$ cat src/rtl/id_ex_pipe_reg.sv
// ID/EX pipeline register: decoded control bundle, operands and register indices for EX.
// Latency 1 cycle; flush > stall > hazard bubble > load, with a saturating bubble counter.
// Backpressure: stall_i freezes every output; with LOAD_USE_DETECT_EN defined, hazard_stall_o holds upstream.
module id_ex_pipe_reg #(
  parameter int DATA_WIDTH = 32,
  parameter int ADDR_WIDTH = 5,
  parameter int CNT_WIDTH  = 16
) (
  input  logic                  clk,
  input  logic                  reset,
  input  logic                  stall_i,
  input  logic                  flush_i,
  input  logic [10:0]           ctrl_i,
  input  logic [DATA_WIDTH-1:0] pc_plus4_i,
  input  logic [DATA_WIDTH-1:0] rs_data_i,
  input  logic [DATA_WIDTH-1:0] rt_data_i,
  input  logic [DATA_WIDTH-1:0] imm_i,
  input  logic [ADDR_WIDTH-1:0] rs_i,
  input  logic [ADDR_WIDTH-1:0] rt_i,
  input  logic [ADDR_WIDTH-1:0] rd_i,
  input  logic                  valid_i,
  output logic [10:0]           ctrl_o,
  output logic [DATA_WIDTH-1:0] pc_plus4_o,
  output logic [DATA_WIDTH-1:0] rs_data_o,
  output logic [DATA_WIDTH-1:0] rt_data_o,
  output logic [DATA_WIDTH-1:0] imm_o,
  output logic [ADDR_WIDTH-1:0] rs_o,
  output logic [ADDR_WIDTH-1:0] rt_o,
  output logic [ADDR_WIDTH-1:0] rd_o,
  output logic                  valid_o,
  output logic                  hazard_stall_o,
  output logic [CNT_WIDTH-1:0]  bubble_cnt_o
);

  // Bit 6 of the control bundle is mem_read.
  localparam int MEM_READ_BIT = 6;

  logic [10:0]           ctrl_q, ctrl_d;
  logic [DATA_WIDTH-1:0] pc_plus4_q, pc_plus4_d;
  logic [DATA_WIDTH-1:0] rs_data_q, rs_data_d;
  logic [DATA_WIDTH-1:0] rt_data_q, rt_data_d;
  logic [DATA_WIDTH-1:0] imm_q, imm_d;
  logic [ADDR_WIDTH-1:0] rs_q, rs_d;
  logic [ADDR_WIDTH-1:0] rt_q, rt_d;
  logic [ADDR_WIDTH-1:0] rd_q, rd_d;
  logic                  valid_q, valid_d;
  logic [CNT_WIDTH-1:0]  cnt_q, cnt_d;

  logic hazard;
  logic insert_bubble;

`ifdef LOAD_USE_DETECT_EN
  // Load in EX whose destination is a source of the real instruction waiting in ID.
  always_comb begin
    hazard = valid_q & ctrl_q[MEM_READ_BIT] & (rt_q != '0) & valid_i &
             ((rt_q == rs_i) | (rt_q == rt_i));
  end
  assign hazard_stall_o = hazard & ~flush_i & ~stall_i;
`else
  assign hazard         = 1'b0;
  assign hazard_stall_o = 1'b0;
`endif

  // A flush always bubbles; a hazard only bubbles when the stage is not being held.
  assign insert_bubble = flush_i | (~stall_i & hazard);

  // Next-state selection: flush > stall > hazard bubble > load; bubbles leave data fields as-is.
  always_comb begin
    ctrl_d     = ctrl_q;
    pc_plus4_d = pc_plus4_q;
    rs_data_d  = rs_data_q;
    rt_data_d  = rt_data_q;
    imm_d      = imm_q;
    rs_d       = rs_q;
    rt_d       = rt_q;
    rd_d       = rd_q;
    valid_d    = valid_q;
    cnt_d      = cnt_q;
    if (insert_bubble) begin
      ctrl_d  = '0;
      rs_d    = '0;
      rt_d    = '0;
      rd_d    = '0;
      valid_d = 1'b0;
      if (cnt_q != '1) begin
        cnt_d = cnt_q + CNT_WIDTH'(1);
      end
    end else if (!stall_i) begin
      ctrl_d     = ctrl_i;
      pc_plus4_d = pc_plus4_i;
      rs_data_d  = rs_data_i;
      rt_data_d  = rt_data_i;
      imm_d      = imm_i;
      rs_d       = rs_i;
      rt_d       = rt_i;
      rd_d       = rd_i;
      valid_d    = valid_i;
    end
  end

  // Pipeline state register with asynchronous clear.
  always_ff @(posedge clk or posedge reset) begin
    if (reset) begin
      ctrl_q     <= '0;
      pc_plus4_q <= '0;
      rs_data_q  <= '0;
      rt_data_q  <= '0;
      imm_q      <= '0;
      rs_q       <= '0;
      rt_q       <= '0;
      rd_q       <= '0;
      valid_q    <= 1'b0;
      cnt_q      <= '0;
    end else begin
      ctrl_q     <= ctrl_d;
      pc_plus4_q <= pc_plus4_d;
      rs_data_q  <= rs_data_d;
      rt_data_q  <= rt_data_d;
      imm_q      <= imm_d;
      rs_q       <= rs_d;
      rt_q       <= rt_d;
      rd_q       <= rd_d;
      valid_q    <= valid_d;
      cnt_q      <= cnt_d;
    end
  end

  assign ctrl_o       = ctrl_q;
  assign pc_plus4_o   = pc_plus4_q;
  assign rs_data_o    = rs_data_q;
  assign rt_data_o    = rt_data_q;
  assign imm_o        = imm_q;
  assign rs_o         = rs_q;
  assign rt_o         = rt_q;
  assign rd_o         = rd_q;
  assign valid_o      = valid_q;
  assign bubble_cnt_o = cnt_q;

endmodule

$ cat config.mk
export PLATFORM = sky130hd
export DESIGN_NAME = id_ex_pipe_reg
export DESIGN_NICKNAME = d
export VERILOG_FILES = /design/src/rtl/id_ex_pipe_reg.sv
export SDC_FILE = /design/constraint.sdc
export NUM_CORES = 1
export LEC_CHECK = 0
export CAP_MARGIN = 15
export CORE_UTILIZATION = 40
export DETAILED_ROUTE_END_ITERATION = 8
export PLACE_DENSITY = 0.91
export SLEW_MARGIN = 40
export SYNTH_ARGS = -nofsm -noshare
export SYNTH_HDL_FRONTEND = slang
export SYNTH_SLANG_ARGS = --single-unit
$ cat constraint.sdc
create_clock -name clk -period 18.5 [get_ports clk]
set_input_delay 3.7 -clock clk [delete_from_list [all_inputs] [get_ports clk]]
set_output_delay 3.7 -clock clk [all_outputs]
set_load 0.1 [all_outputs]
==> flow_summary.toml, run 1 <==
[status]
outcome = "finished, final reports clean"

[layout]
fin_nets = 925
final_layout_size_suffix_gt1_share_pct = 44.1
final_util_pct = 61.7
instances_no_fill = 994
num-fill-cells = 1281
n_antenna_cell = 0
syn2layout_area_growth_pct = 49.3

[global_route]
busiest_layer = "met2"
grt_max_degree = 99
use_met1_pct = 21.0
use_met3_pct = 7.04
grt_pass1_wl_mm = 25.2
overflow = 0
grtUsageTotal_pct = 19.6
grt_use_met2_pct = 34.9
grt_pass1_vias = 4939
antenna_found_initial = 0

[min_path]
hp-class = "reg2reg"

[routing]
wl_per_cell_um = 17.0
wirelength_mm = 16.9
via_per_inst = 4.78
route.detailed.drc = 0
vias = 4756
ant_nets = 0
firstDrtPassIters = 4
first_iter_violations = 148

[timing]
hold-worst-slack_ns = 0.501
worst_pin_slew_ns = 0.773
setup_viol = 0
finalHoldViolCount = 0
fmax_mhz = 189
skew_ns = 0.00182
drv_slew = 0
max_slew_margin_pct = 48.4
min_period_over_period_pct = 28.6
final.setup.tns_ns = 0
period_needed_ns = 5.29
rsz0062_at_grt = "false"

[clock_tree]
post_cts_buffers = 0
clkLatencyLatePin_ns = 0.42
clock_sinks = 171
clockRootBuffer = "clkbuf_16"
ctsResizeCount = 0
cts_max_path_buffers = 2
path_clk_slew_ns = 0.06
cts-htree-levels = 4
numCtsBuffers = 17
cts_tree = "built"
cts_hold_buf = 0

[floorplan]
rows = 46
die_h_um = 131
die_w_um = 131
io_pins = 331
die_area_um2 = 17100
core-area_um2 = 16000
start_util_pct = 41.3

[critical_path]
cp.arrival_ns = 5.59
slowest_delay_ns = 0.45
path_cells = "clkdlybuf4s50_1 -> buf_4 -> nand4_1 -> nor3_1 -> mux2_2"
worstSetupStartpointType = "input pin"
worstSetupEndpointType = "flop"
cp_max_fo = 32
timing_worst_setup_path_type = "in2reg"
cp_slowest_cell = "clkdlybuf4s50_1"
crit_required_ns = 18.80

[power]
p_clk_share_pct = 26.1
power_frac_seq_pct = 32.8
comb_power_share_pct = 41.1
powerDensity_nw_per_um2 = 142
leakagePower_uw = 0.00459
p_switching_uw = 645
power_uw = 1400
p_int_uw = 759
sw_frac_of_total_pct = 45.9
ir_worst_vdd_uv = 78.6

[yosys]
synth_xor_area_share_pct = 1.32
yosysWarnings = 0
synth_simple_gate_area_share_pct = 4.28
synth_adder_area_share_pct = 0.189
synth_nets = 594
synth.distinct_cells = 31
synth_top_family_by_area = "multiplexers"
yosysTopAreaCell = "dfrtp_1"
ys_async_sr_fraction_pct = 100
synthMuxAreaShare_pct = 26.6
ys.flop_type = "dfrtp_1"
synth_top_area_share_pct = 64.7
syn_area_per_cell_um2 = 15.2
synth_area_leaders = "dfrtp_1 (65%), mux2_2 (22%), mux2i_1 (4.1%)"
netlist_area_um2 = 6610
yosysSeqAreaShare_pct = 64.7
synth-edff-count = 0
synth_compound_area_share_pct = 1.12
ys_ff_latch = 171
syn_inst = 434

[run]
drv_cap = 0

[placed_design]
dpl.cell_count = 962
gp_congestion = 0.756
dp_hpwl_mm = 12.4
numPortBuffers = 329
-- routing by layer --
layer | vias to the layer above | wire length [µm]
li1 | 2186 | -
met1 | 2328 | 6100
met2 | 216 | 8870
met3 | 26 | 1540
met4 | 0 | 360
met5 | - | 0
-- worst max-delay path, delay by kind of cell --
family / cells / cell delay (ns)
buffers and inverters: 2 / 0.80
and+or+nand+nor: 2 / 0.71
muxes: 1 / 0.37
-- flip-flops by register name, indices dropped and copies added, names as in the netlist --
name / flops
imm_o: 32
rs_o: 5
ctrl_o: 11
rd_o: 5
bubble_cnt_o: 16
pc_plus4_o: 32
rt_o: 5
valid_o: 1
rs_data_o: 32
rt_data_o: 32
-- power groups by stage --
stage          Sequential, µW  Combinational [µW]  Clock [µW]
4_1_cts                   461                 581         375
3_3_place_gp              466                 626           0
3_5_place_dp              467                 581           0
6_report                  461                 578         366
2_1_floorplan             852                77.1           0
5_1_grt                   469                 595         388
-- worst paths after layout --
kind | startpoint | end | slack, ns | depth (start not counted)
worst min register to register | imm_o[2]$_DFFE_PP0P_ | imm_o[2]$_DFFE_PP0P_ | 0.50 | 1
worst max-delay path | flush_i | bubble_cnt_o[12]$_DFFE_PP0P_ | 13.21 | 5
worst max register to register | bubble_cnt_o[7]$_DFFE_PP0P_ | bubble_cnt_o[1]$_DFFE_PP0P_ | 16.62 | 4
min in group asynchronous | reset | rt_data_o[18]$_DFFE_PP0P_ | 3.78 | 2
worst min-delay path | imm_o[2]$_DFFE_PP0P_ | imm_o[2]$_DFFE_PP0P_ | 0.50 | 1
max in group asynchronous | reset | rt_data_o[4]$_DFFE_PP0P_ | 13.63 | 3
-- synthesized netlist by cell type, drive strengths merged (3+ instances only) --
| cell | number |
|---|---|
| mux2i | 27 |
| nor4 | 3 |
| nor3 | 5 |
| inv | 4 |
| o21ai | 3 |
| xor2 | 7 |
| nand3 | 3 |
| mux2 | 132 |
| nand2 | 5 |
| nand4 | 6 |
| dfrtp | 171 |
| xnor2 | 3 |
| nor2 | 33 |
| buf | 19 |
-- placed cells by master (no fill, tap or decap), drive strengths merged --
master / netlist / routed
buf: 19 / 176
dfrtp: 171 / 171
clkdlybuf4s50: 0 / 157
mux2: 132 / 132
nor2: 33 / 33
mux2i: 27 / 27
clkbuf: 2 / 23
xor2: 7 / 7
nand4: 6 / 6
nand2: 5 / 5
nor3: 5 / 5
inv: 4 / 4
nand3: 3 / 3
nor4: 3 / 3
xnor2: 3 / 3
bufinv: 0 / 3
clkinvlp: 0 / 3
clkinv: 0 / 3
o21ai: 3 / 3
or3: 2 / 2
o41ai: 1 / 1
or2: 1 / 1
and2: 1 / 1
a21boi: 1 / 1
nor3b: 1 / 1
a21oi: 1 / 1
a2111oi: 1 / 1
ha: 1 / 1
conb: 1 / 1
-- logic make-up after synthesis --
| logic type | after synthesis |
|---|---|
| adders and majority gates | 1 |
| DFF | 171 |
| xor gates and xnor gates | 10 |
| buffers and inverters | 25 |
| and+or+nand+nor | 60 |
| other | 1 |
| AOI/OAI and AO/OA | 7 |
| muxes | 159 |
-- stage by stage --
step,worst slack [ns],instance area (µm²)
global route,13.07,9880
global placement,12.54,10100
detailed placement,12.77,9270
CTS,13.23,9880
floorplan,10.17,6610
finish,13.21,9880
-- cell type report --
class,instances,area [µm²],area share [%]
flip-flops and latches,171,4280,43.3
repair buffers,333,2470,25.0
multi-input cells,238,2220,22.5
clock buffers,23,468,4.74
well taps,216,270,2.74
clock inverters,9,139,1.41
inverters,4,22.5,0.228
Power figures use the tool's default switching activity.
==> run 2: changes to the inputs <==
Settings changed: CORE_UTILIZATION 40 to 36, PLACE_DENSITY 0.91 to 0.87.
Clock period 18.5 ns to 4.6 ns, I/O delays scaled along.
==> flow_summary.toml, run 2 (synthesis results as in run 1) <==
[placed_design]
dp_hpwl_mm = 12.0
place_area_um2 = 9320
gp_congestion = 0.762
numPortBuffers = 329
dpl.cell_count = 976

[floorplan]
die_area_um2 = 18900
die_w_um = 138
die_h_um = 138
rows = 49
io_pins = 331
start_util_pct = 36.8
core-area_um2 = 18000

[clock_tree]
cts_hold_buf = 0
post_cts_buffers = 0
ctsResizeCount = 0
cts_max_path_buffers = 2
numCtsBuffers = 17
clkLatencyLatePin_ns = 0.42
clock_sinks = 171
clockRootBuffer = "clkbuf_16"
path_clk_slew_ns = 0.07
cts_tree = "built"
cts-htree-levels = 4

[critical_path]
path_cells = "clkdlybuf4s50_1 -> nand4_1 -> or2_2 -> nor4_1 -> xor2_1"
cp.arrival_ns = 2.79
worstSetupEndpointType = "flop"
worstSetupStartpointType = "input pin"
cp_slowest_cell = "clkdlybuf4s50_1"
r2r_start = "bubble_cnt_o[7]$_DFFE_PP0P_"
timing_worst_setup_path_type = "in2reg"
crit_required_ns = 4.95
cp_max_fo = 12
r2r_cells = 4
slowest_delay_ns = 0.80
r2r-end = "bubble_cnt_o[1]$_DFFE_PP0P_"
r2r_slack_ns = 2.76

[layout]
multiInputGateArea_um2 = 2220
final_cell_area_um2 = 9890
register_area_um2 = 4280
layout_common_cells = "dfrtp_1 (171), buf_2 (171), clkdlybuf4s50_1 (157)"
instances_no_fill = 1008
n_antenna_cell = 0
syn2layout_area_growth_pct = 49.6
final_util_pct = 55.1
final_layout_size_suffix_gt1_share_pct = 44.7
num-fill-cells = 1512
fin_nets = 926

[timing]
final.setup.tns_ns = 0
skew_ns = 0.0122
finalHoldViolCount = 0
drv_slew = 0
max_slew_margin_pct = 56.0
fmax_mhz = 409
hold-worst-slack_ns = 0.502
worst_pin_slew_ns = 0.660
rsz0062_at_grt = "false"
setup_viol = 0
min_period_over_period_pct = 53.1
period_needed_ns = 2.44

[status]
outcome = "finished, final reports clean"

[routing]
route.detailed.drc = 0
vias = 4765
ant_nets = 0
first_iter_violations = 151
wirelength_mm = 16.1
wl_per_cell_um = 16.0
firstDrtPassIters = 4
via_per_inst = 4.73

[global_route]
grt_pass1_wl_mm = 24.2
grt_max_degree = 102
overflow = 0
grt_pass1_vias = 4892
grtUsageTotal_pct = 16.8
antenna_found_initial = 0

[power]
ir_worst_vdd_uv = 321
powerDensity_nw_per_um2 = 562
leakagePower_uw = 0.00460

[min_path]
min_to = "rt_data_o[2]$_DFFE_PP0P_"
holdCritStartpoint = "rt_data_o[2]$_DFFE_PP0P_"
hp-class = "reg2reg"
min_path_cells = 1

[run]
drv_cap = 0
[run 2: cell types whose count changed in the layout (fill, tap and decap cells not counted), sizes merged]
cell and change:
inv +8, clkbuf -5, bufinv -3, clkinv +2, clkinvlp -2, buf +1
[run 2: per-stage QoR]
stage	setup slack (ns)	power (µW)
4_1_cts	2.16	5620
3_5_place_dp	1.70	4210
5_1_grt	2.01	5760
3_3_place_gp	1.79	4400
6_report	2.16	5560
2_1_floorplan	1.50	3740
[run 2: critical path: cells and delay by family]
| family | cells | cell delay [ns] |
|---|---|---|
| buffers and inverters | 1 | 0.80 |
| AND/OR/NAND/NOR | 3 | 0.89 |
| XOR/XNOR | 1 | 0.18 |
[run 2: final cells by class]
type	count	share of cell area [%]
Clock buffer	18	4.44
Sequential cell	171	43.3
Tap cell	229	2.90
Clock inverter	14	1.32
Timing Repair Buffer	334	25.4
Multi-Input combinational cell	238	22.5
Inverter	4	0.190
[run 2: routing by layer]
metal | up-vias | routed length (µm) | track usage (%)
met5 | - | 0 | 0
met4 | 0 | 278 | 5.80
met3 | 16 | 1580 | 7.40
met2 | 204 | 8280 | 28.9
met1 | 2358 | 6000 | 18.2
li1 | 2187 | - | -
[run 2: power breakdown]
group	leakage (µW)	switching [µW]	total, µW	internal (µW)
clock network	0.000285	657	1390	732
logic	0.00225	1870	2320	454
registers	0.00206	130	1840	1710
total	0.00460	2660	5560	2900
[run 2: worst max path at each step]
stage               startpoint                           end  slack (ns)
global route           flush_i  bubble_cnt_o[12]$_DFFE_PP0P_        2.01
finish                 flush_i  bubble_cnt_o[15]$_DFFE_PP0P_        2.16
floorplan                reset   bubble_cnt_o[0]$_DFFE_PP0P_        1.50
detailed placement     flush_i  bubble_cnt_o[15]$_DFFE_PP0P_        1.70
CTS                    flush_i  bubble_cnt_o[15]$_DFFE_PP0P_        2.16
global placement       flush_i  bubble_cnt_o[12]$_DFFE_PP0P_        1.79
==> run 3: changes to the inputs <==
Clock period 4.6 ns to 2.05 ns, I/O delays scaled along.
==> flow_summary.toml, run 3 (synthesis results as in run 1) <==
[status]
outcome = "finished, final reports clean"

[layout]
syn2layout_area_growth_pct = 58.9
register_area_um2 = 4280
final_cell_area_um2 = 10500
layout_common_cells = "buf_4 (178), dfrtp_1 (171), clkdlybuf4s50_1 (157)"
multiInputGateArea_um2 = 2220
final_layout_size_suffix_gt1_share_pct = 45.5
num-fill-cells = 1431
n_antenna_cell = 0
final_common_cell = "buf_4"
fin_nets = 939
final_util_pct = 58.5

[floorplan]
rows = 49
start_util_pct = 36.8
io_pins = 331
die_h_um = 138
core-area_um2 = 18000
die_area_um2 = 18900
die_w_um = 138

[critical_path]
r2r_cells = 4
crit_required_ns = 2.34
slowest_delay_ns = 0.50
timing_worst_setup_path_type = "reg2reg"
r2r_slack_ns = 0.22
r2r_start = "bubble_cnt_o[12]$_DFFE_PP0P_"
worstSetupEndpointType = "flop"
cp_slowest_cell = "or3_4"
r2r-end = "bubble_cnt_o[1]$_DFFE_PP0P_"
cp.arrival_ns = 2.12
worstSetupStartpointType = "flop"
cp-endpoint = "bubble_cnt_o[1]$_DFFE_PP0P_"
cp_max_fo = 5
crit_start = "bubble_cnt_o[12]$_DFFE_PP0P_"
path_cells = "nand4_1 -> or3_4 -> o21ai_2 -> mux2_1"

[routing]
ant_nets = 0
route.detailed.drc = 0
wirelength_mm = 16.9
wl_per_cell_um = 16.5
vias = 4765
firstDrtPassIters = 4
first_iter_violations = 139
via_per_inst = 4.67

[timing]
min_period_over_period_pct = 89.4
rsz0062_at_grt = "false"
finalHoldViolCount = 0
skew_ns = 0.00421
hold-worst-slack_ns = 0.491
setup_viol = 0
fmax_mhz = 546
period_needed_ns = 1.83
drv_slew = 0

[global_route]
grt_pass1_vias = 4941
overflow = 0
grtUsageTotal_pct = 17.7
antenna_found_initial = 0
grt_pass1_wl_mm = 25.4
grt_max_degree = 89

[power]
leakagePower_uw = 0.00480
power_uw = 12900
sw_frac_of_total_pct = 46.8
p_switching_uw = 6010
powerDensity_nw_per_um2 = 1220
comb_power_share_pct = 43.3
p_int_uw = 6840
p_clk_share_pct = 24.2
ir_worst_vdd_uv = 724
power_frac_seq_pct = 32.5

[clock_tree]
cts_max_path_buffers = 2
post_cts_buffers = 0
clock_sinks = 171
cts_tree = "built"
numCtsBuffers = 17
ctsResizeCount = 0
path_clk_slew_ns = 0.07
clkLatencyLatePin_ns = 0.41
clockRootBuffer = "clkbuf_16"
cts_hold_buf = 0
cts-htree-levels = 4

[placed_design]
gp_congestion = 0.835
numPortBuffers = 329
dp_hpwl_mm = 12.7
place_area_um2 = 9940

[run]
drv_cap = 0

[min_path]
hp-class = "in2async"
==> run 3: final cells by class <==
type | instances | share of cell area [%]
clock buffer | 19 | 4.22
clock inverter | 13 | 1.17
inverter | 4 | 0.179
multi-input combinational | 238 | 21.2
sequential | 171 | 40.7
tap | 229 | 2.73
timing repair buffer | 347 | 29.8
==> run 3: worst min path at each step <==
| stage | end | cells past startpoint | from | slack, ns |
|---|---|---|---|---|
| after floorplan | imm_o[22]$_DFFE_PP0P_ | 1 | imm_i[22] | 0.56 |
| after global placement | bubble_cnt_o[15]$_DFFE_PP0P_ | 1 | bubble_cnt_o[15]$_DFFE_PP0P_ | 0.49 |
| after detailed placement | bubble_cnt_o[15]$_DFFE_PP0P_ | 1 | bubble_cnt_o[15]$_DFFE_PP0P_ | 0.49 |
| after CTS | pc_plus4_o[7]$_DFFE_PP0P_ | 1 | pc_plus4_o[7]$_DFFE_PP0P_ | 0.51 |
| after global routing | pc_plus4_o[19]$_DFFE_PP0P_ | 1 | pc_plus4_o[19]$_DFFE_PP0P_ | 0.52 |
| final | pc_plus4_o[13]$_DFFE_PP0P_ | 3 | reset | 0.49 |
==> run 3: power by group through the flow <==
| stage | logic, µW | registers [µW] | clock network [µW] |
|---|---|---|---|
| floorplan | 696 | 7690 | 0 |
| global placement | 5540 | 4210 | 0 |
| detailed placement | 5600 | 4230 | 0 |
| CTS | 5600 | 4170 | 3220 |
| global route | 5720 | 4240 | 3350 |
| finish | 5570 | 4170 | 3120 |
==> run 3: metal layers <==
metal / wire length [µm] / up-vias / share of wire, % / global-route usage (%)
met5: 0 / - / 0 / 0
met4: 337 / 0 / 2.0 / 6.84
met3: 1500 / 19 / 8.9 / 6.55
met2: 8570 / 197 / 51 / 30.2
met1: 6460 / 2328 / 38 / 20.1
li1: - / 2221 / - / -
==> run 3: stage by stage <==
stage | std cells | setup WS (ns) | setup TNS [ns]
after floorplan | 434 | -0.543 | -96.42
after global placement | 989 | 0.0994 | 0
after detailed placement | 989 | -0.00130 | -0.00130
after CTS | 1021 | 0.218 | 0
after global routing | 1021 | 0.146 | 0
final | 1021 | 0.217 | 0
==> run 3: critical path: cells and delay by family, from the launching register on <==
| family | cells | cell delay (ns) |
|---|---|---|
| multiplexers | 1 | 0.35 |
| AO/OA/AOI/OAI | 1 | 0.17 |
| flip-flops | 1 | 0.42 |
| AND/OR/NAND/NOR | 2 | 0.77 |
==> RTL edit, RTL diff (config.mk and constraints of run 2) <==
`rs_data_q` no longer has a reset.
--- a/src/rtl/id_ex_pipe_reg.sv
+++ b/src/rtl/id_ex_pipe_reg.sv
@@ -104,5 +104,4 @@
       ctrl_q     <= '0;
       pc_plus4_q <= '0;
-      rs_data_q  <= '0;
       rt_data_q  <= '0;
       imm_q      <= '0;
@@ -115,5 +114,4 @@
       ctrl_q     <= ctrl_d;
       pc_plus4_q <= pc_plus4_d;
-      rs_data_q  <= rs_data_d;
       rt_data_q  <= rt_data_d;
       imm_q      <= imm_d;
@@ -124,4 +122,8 @@
       cnt_q      <= cnt_d;
     end
+  end
+
+  always_ff @(posedge clk) begin
+    rs_data_q <= rs_data_d;
   end
 
Formal check against the unedited RTL: not equivalent (Yosys sat finds a counterexample within 4 cycles, from zero or initial values and one cycle with reset high).
==> RTL edit against run 2 <==
  * Area after synthesis decreased by 3.4%
  * Power decreased by 3.8%
  * Register-to-register slack got worse by 0.02 ns
  * Worst setup slack got worse by 0.043 ns
  * Clock skew decreased by 0.0027 ns
  * Cell area decreased by 1.7%
  * Sequential cell count unchanged
  * Wire length increased by 2.2%
  * Die area decreased by 3.4%
  * First-iteration DRC count unchanged
  * Non-clock buffer count increased by 4
  * Combinational power decreased by 12%
==> RTL edit: results (changes against run 2) <==
* Global-route wire length before repair at 24900 microns (was 24200 microns)
* Syn Inst Count at 396 (was 434)
* Cell variety after synth at 33 (was 31)
* XOR/XNOR Fraction of Synth Area at 1.51% (was 1.32%)
* Post-Place Cell Area at 9110 sq um (was 9320 sq um)
* Number of enable-type register cells in the synthesized netlist at 32 (was 0)
* FILL cells at 1455 (was 1512)
* Fraction of final layout cells sized beyond drive strength 1 at 41.6% (was 44.7%)
* Synthesized-area fraction occupied by ao, oa, aoi and oai cells at 1.02% (was 1.12%)
* Maximum resistive drop on vdd at 0.000417 V (was 0.000321 V)
* Final #Nets at 895 (was 926)
* Share of synthesized area spent on multiplexers at 21.4% (was 26.6%)
* Final weighted congestion in routability-driven placement at 0.767 (was 0.762)
* Worst path max stage delay at 0.55 ns (was 0.80 ns)
* P_leak at 4.40 nW (was 4.60 nW)
* Endpoint arrival time on the critical path at 2.78 ns (was 2.79 ns)
* Via count of the first global-routing pass at 4564 (was 4892)
* Result of the run: complete, no violations (unchanged)
* Aggregate global-route resource usage at 17.9% (was 16.8%)
* Top cells by instance count after synthesis: sky130_fd_sc_hd__dfrtp_1 (139), sky130_fd_sc_hd__mux2_2 (96), sky130_fd_sc_hd__edfxtp_1 (32) (was sky130_fd_sc_hd__dfrtp_1 (171), sky130_fd_sc_hd__mux2_2 (131), sky130_fd_sc_hd__nor2_1 (33))
* FFs w/ async S/R, synth at 81.3% (was 100%)
* Least-Margin Pin Slew at 0.548 ns (was 0.660 ns)
* Peak fanout along the critical path at 61 (was 12)
* Non-filler instance count after layout at 972 (was 1008)
* Total number of H-tree levels at 4 (unchanged)
* Kind of cell with the highest combined delay on the critical path: buffers and inverters (was simple AND/OR/NAND/NOR gates)
* Inst Count DP at 940 (was 976)
* Clock Skew at 0.00956 ns (was 0.0122 ns)
* Syn_nets at 556 (was 594)
* Final routed wire length divided by cell count at 17.0 microns (was 16.0 microns)
* Sum of net half-perimeters after detailed placement at 12000 microns (about the same)
* Pin count of the biggest net entering global routing at 140 (was 102)
* Part of the Yosys area used for sequential elements at 69.5% (was 64.7%)
* Via density at 4.67 (was 4.73)
[RTL edit: changes by cell type after synthesis, moves of 3 or more]
| cell | change |
|---|---|
| sky130_fd_sc_hd__nor2_1 | -4 |
| sky130_fd_sc_hd__xnor2_1 | +4 |
| sky130_fd_sc_hd__xor2_1 | -3 |
| sky130_fd_sc_hd__mux2_2 | -35 |
| sky130_fd_sc_hd__edfxtp_1 | +32 |
| sky130_fd_sc_hd__dfrtp_1 | -32 |
| sky130_fd_sc_hd__buf_2 | -3 |
[RTL edit: cell families (layout without fill, tap and decap cells)]
group,Yosys count,after routing
flip-flops,171,171
multiplexers,124,124
AND/OR/NAND/NOR,60,60
buffers and inverters,20,371
XOR/XNOR,11,11
AO/OA/AOI/OAI,8,8
adder cells (fa/ha/maj),1,1
other,1,1
[RTL edit: final timing paths]
path	start	to	slack [ns]	cells after the start
worst min register to register	imm_o[0]$_DFFE_PP0P_	imm_o[0]$_DFFE_PP0P_	0.50	1
max in group asynchronous	reset	rt_data_o[11]$_DFFE_PP0P_	2.98	4
worst max register to register	bubble_cnt_o[12]$_DFFE_PP0P_	bubble_cnt_o[1]$_DFFE_PP0P_	2.74	4
worst max-delay path	flush_i	rt_data_o[23]$_DFFE_PP0P_	2.11	4
worst min-delay path	imm_o[0]$_DFFE_PP0P_	imm_o[0]$_DFFE_PP0P_	0.50	1
min in group asynchronous	reset	rd_o[4]$_DFFE_PP0P_	0.94	3
[RTL edit: cell type report]
class,count,area [sq um],share of cell area (%)
Sequential cell,171,4440,45.6
Timing Repair Buffer,338,2550,26.2
Multi-Input combinational cell,205,1850,19.0
Clock buffer,18,429,4.41
Tap cell,225,282,2.89
Clock inverter,13,165,1.70
Inverter,2,11.3,0.116
[RTL edit: per-layer routing]
layer | wire length (microns) | global-route usage, % | vias to the layer above | part of all wire [%]
met3 | 1370 | 5.95 | 18 | 8.3
met2 | 8430 | 30.7 | 213 | 51
met5 | 0 | 0 | - | 0
li1 | - | - | 2085 | -
met1 | 6480 | 21.3 | 2226 | 39
met4 | 204 | 5.06 | 0 | 1.2
[RTL edit: per-stage QoR]
stage | power [mW] | worst slack (ns)
finish | 5.34 | 2.11
global route | 5.53 | 2.01
CTS | 5.39 | 2.09
detailed placement | 3.92 | 1.64
global placement | 4.08 | 1.71
floorplan | 3.49 | 1.94
[RTL edit: power by group]
group,total (mW),internal [mW],switching (mW)
Clock,1.45,0.857,0.595
Sequential,1.85,1.73,0.119
Combinational,2.04,0.401,1.64
Total,5.34,2.99,2.35
